$ cat config.mk
export PLATFORM = sky130hd
export DESIGN_NAME = serial_word_tx
export DESIGN_NICKNAME = d
export VERILOG_FILES = /design/src/rtl/serial_word_tx.sv
export SDC_FILE = /design/constraint.sdc
export NUM_CORES = 1
export LEC_CHECK = 0
export CAP_MARGIN = 10
export CORE_AREA = 5 5 53 55
export CTS_BUF_LIST = sky130_fd_sc_hd__clkbuf_4
export CTS_CLUSTER_DIAMETER = 150
export DETAILED_ROUTE_END_ITERATION = 8
export DIE_AREA = 0 0 58 60
export DONT_BUFFER_PORTS = 1
export HOLD_SLACK_MARGIN = 0.06
export PLACE_DENSITY = 0.67
export SLEW_MARGIN = 40
export SYNTH_ARGS = -nofsm -noshare
export SYNTH_HDL_FRONTEND = slang
export SYNTH_SLANG_ARGS = --single-unit
$ cat constraint.sdc
create_clock -name CLK -period 1.5 [get_ports CLK]
set_clock_uncertainty 0.1 [all_clocks]
set_input_delay 0.3 -clock CLK [delete_from_list [all_inputs] [get_ports CLK]]
set_output_delay 0.3 -clock CLK [all_outputs]
set_load 0.005 [all_outputs]
$ cat src/rtl/serial_word_tx.sv
// Parallel-to-serial word transmitter: accepts a 16-bit word over a valid/ready
// handshake and streams it LSB first over a second valid/ready handshake.
//
// state | meaning
// IDLE  | ready for a new word; SR/CNT hold
// SHIFT | presenting SR[0]; shifts on each downstream transfer
module serial_word_tx (
  input  logic        CLK,
  input  logic        RST_N,
  input  logic [15:0] IN,
  input  logic        LOAD,
  output logic        READY,
  output logic        SOUT,
  output logic        SVALID,
  input  logic        SREADY,
  output logic        BUSY,
  output logic        DONE
);

  typedef enum logic {
    IDLE  = 1'b0,
    SHIFT = 1'b1
  } state_t;

  state_t      state_q, state_d;
  logic [15:0] sr_q, sr_d;
  logic [4:0]  cnt_q, cnt_d;
  logic        done_q, done_d;

  always_ff @(posedge CLK) begin
    if (!RST_N) begin
      state_q <= IDLE;
      sr_q    <= 16'h0000;
      cnt_q   <= 5'd0;
      done_q  <= 1'b0;
    end else begin
      state_q <= state_d;
      sr_q    <= sr_d;
      cnt_q   <= cnt_d;
      done_q  <= done_d;
    end
  end

  always_comb begin
    state_d = state_q;
    sr_d    = sr_q;
    cnt_d   = cnt_q;
    done_d  = 1'b0;
    case (state_q)
      IDLE: begin
        if (LOAD) begin
          sr_d    = IN;
          cnt_d   = 5'd16;
          state_d = SHIFT;
        end
      end
      SHIFT: begin
        if (SREADY) begin
          sr_d  = {1'b0, sr_q[15:1]};
          cnt_d = cnt_q - 5'd1;
          // Last bit leaves on this transfer; DONE shows in the first IDLE cycle.
          if (cnt_q == 5'd1) begin
            state_d = IDLE;
            done_d  = 1'b1;
          end
        end
      end
      default: state_d = IDLE;
    endcase
  end

  assign READY  = (state_q == IDLE);
  assign SVALID = (state_q == SHIFT);
  assign BUSY   = (state_q == SHIFT);
  assign SOUT   = sr_q[0];
  assign DONE   = done_q;

endmodule

==> results.yml <==
routing:
  vias: 791
  drtIter0Drc: 23
  finalWirelength_microns: 2080
  ant_nets: 0
  drtPass1Iterations: 4
  avgViaCountPerCell: 5.46
  wire_per_inst_microns: 14.4
  drc: 0
setup_path:
  cp_slowest_cell: "dfxtp_4"
  cp-end-kind: "output pin"
  critPathMaxStageDelay_ps: 390
  crit_type: "flop to output pin"
  required_ps: 1100
  crit_chain: "buf_6 > inv_1 > buf_4"
  crit_buf_inv: 3
  arrival_ps: 1020
  cp-start-kind: "flop"
  cp_top_family: "flip-flops"
  critPathMaxFanout: 10
pwr:
  p_int_w: 0.000858
  leakage_nw: 0.444
  switching_share_pct: 27.5
  p_seq_share_pct: 58.8
  pwr-share-clk_pct: 24.0
  powerDensity_nw_per_um2: 1030
  switching_power_w: 0.000325
  peakVddDrop_mv: 0.523
  comb_power_share_pct: 17.2
placed_design:
  place_ws_ps: 42.1
  numPortBuffers: 0
  dp_hpwl_microns: 1430
  post_dp_cell_area_sq_um: 1090
  place_congestion: 0.745
timing:
  rsz0062_at_grt: "no"
  final_max_slew_viol_count: 0
  finalCriticalPeriod_ps: 1420
  tightest_slew_ps: 450
  finalHoldViolations: 0
  worst_slack_ps: 80.8
  maxSlewHeadroom_pct: 69.6
  setup_viol: 0
  fmax_ghz: 0.705
  tns_ps: 0
  holdWs_ps: 90.9
  finalCritPeriodShare_pct: 94.6
layout:
  synthToLayoutAreaGrowth_pct: 6.60
  finish.utilization_pct: 49.1
  n_antenna_cell: 0
  final_area_sq_um: 1150
  layout-drive-gt1-share_pct: 12.2
  nNetsFinal: 138
clocking:
  cts.sinks: 23
  clk_latency_ps: 310
  clk_path_buf_depth: 2
  cts_tree: "built"
  cts_made_buffers: 3
  clockRootBuffer: "clkbuf_4"
  cts-htree-levels: 1
  postCtsSetupRepairBufs: 0
  clk_pin_slew_worst_paths_ps: 120
synthesis:
  synth_nets: 135
  muxShareOfSynthArea_pct: 16.2
  synth_seq_cells: 23
  synth-adder-area-share_pct: 2.32
  synth_compound_area_share_pct: 16.8
  ys_seq_area_share_pct: 42.6
  syn_area_sq_um: 1080
  syn_avg_cell_area_sq_um: 9.56
  synthCells: 113
  ys_types: 28
  synthSimpleGateAreaFrac_pct: 13.6
  synth_top_family_by_area: "compound AO/OA/AOI/OAI gates"
  synth-xor-area-share_pct: 0
  synth_warnings: 0
die:
  ios: 25
  die-height_microns: 60
  core.rowCount: 18
  start_util_pct: 46.1
  core-area_sq_um: 2340
  fp.dieW_microns: 58
  dieArea_sq_um: 3480
global_routing:
  grt_pass1_vias: 733
  antenna_found_initial: 0
  grt_max_degree: 34
  grt_use_total_pct: 12.8
  grt-ovfl-total: 0
  grt_pass1_wl_microns: 3310
job:
  cap_violations: 0
outcome:
  status: "complete, no violations"
hold_path:
  hold_path_class: "input port to flop"
[worst reg2reg max path, cell delays in order (launching register included)]
cell and delay [ps]:
dfxtp_4 390, inv_1 40, ha_1 210, nand4bb_1 150, nor2_1 70, a2111oi_2 320
[layout by cell type, fill, tap and decap left out, types with 2 or more instances in the layout]
master / n
dlygate4sd3_1: 2
nand2b_1: 2
buf_4: 4
nand2_1: 3
a31oi_1: 2
a211oi_1: 15
o21ai_0: 2
nor3_1: 2
a21oi_1: 2
dfxtp_1: 21
ha_1: 2
clkbuf_4: 3
nor2_1: 18
inv_1: 6
dfxtp_4: 2
mux2i_1: 16
[cells in the mapped netlist, drive strengths merged]
master / instances / share of area (%)
ha: 2 / 2.3
mux2i: 16 / 15
inv: 6 / 2.1
o22ai: 1 / 0.58
nor3b: 1 / 0.70
nand2b: 2 / 1.2
a31oi: 2 / 1.2
clkbuf: 3 / 1.4
buf: 6 / 5.0
mux2: 1 / 1.4
and2: 1 / 0.58
a211oi: 16 / 12
a21oi: 2 / 0.93
nor3: 2 / 0.93
dfxtp: 23 / 43
nand3: 1 / 0.46
o21ai: 2 / 0.93
nor2: 18 / 6.3
nor4: 1 / 0.58
a2111oi: 1 / 0.81
nor4b: 1 / 0.81
nand4bb: 1 / 1.0
o22a: 1 / 0.81
nand2: 3 / 1.0
[sequential cells by signal, indices dropped and copies added (netlist names)]
signal and flops:
DONE 1, sr_q 16, cnt_q 5, BUSY 1
[final cells by class]
type                            count  area (sq um)
Fill cell                         240          1190
Clock inverter                      1          5.00
Timing Repair Buffer                7          61.3
Inverter                            6          22.5
Tap cell                           30          37.5
Multi-Input combinational cell     75           534
Sequential cell                    23           468
Clock buffer                        3          22.5
[final timing paths]
path / startpoint / to / slack [ps] / depth (start not counted)
max: BUSY / READY / 80 / 3
min: LOAD / BUSY / 90 / 2
max reg2reg: cnt_q[0] / cnt_q[4] / 120 / 5
min reg2reg: cnt_q[0] / cnt_q[0] / 380 / 1
[per-layer routing]
metal	vias up	part of all wire [%]	global-route usage (%)
li1	406	-	-
met1	362	46	15.1
met2	19	44	19.4
met3	4	7.6	4.32
met4	0	2.2	8.94
met5	-	0	0
[what timing repair did]
action | in CTS | in global routing
endpoints found under the setup margin | 2 | 2
gates resized for setup | 2 | 5
pin swaps | 0 | 0
hold buffers | 2 | 0
hold endpoints to repair | 4 | 0
[power by group through the flow]
stage	registers [W]	logic (W)	clock network (W)
after global routing	0.000704	0.000230	0.000324
after global placement	0.000708	0.000186	0
after detailed placement	0.000710	0.000193	0
final	0.000696	0.000204	0.000284
after CTS	0.000697	0.000200	0.000298
after floorplan	0.000702	0.000178	0
[cells by family after synthesis]
family,Yosys count
AOI/OAI and AO/OA,25
adders and majority gates,2
buffers and inverters,15
DFF,23
muxes,17
and+or+nand+nor,31
[stage by stage]
step                      cells  power, W
after detailed placement    139  0.000903
final                       145   0.00118
after floorplan             113  0.000880
after global placement      139  0.000894
after CTS                   145   0.00120
after global routing        145   0.00126
No activity file was read; power rests on OpenSTA's default activity.
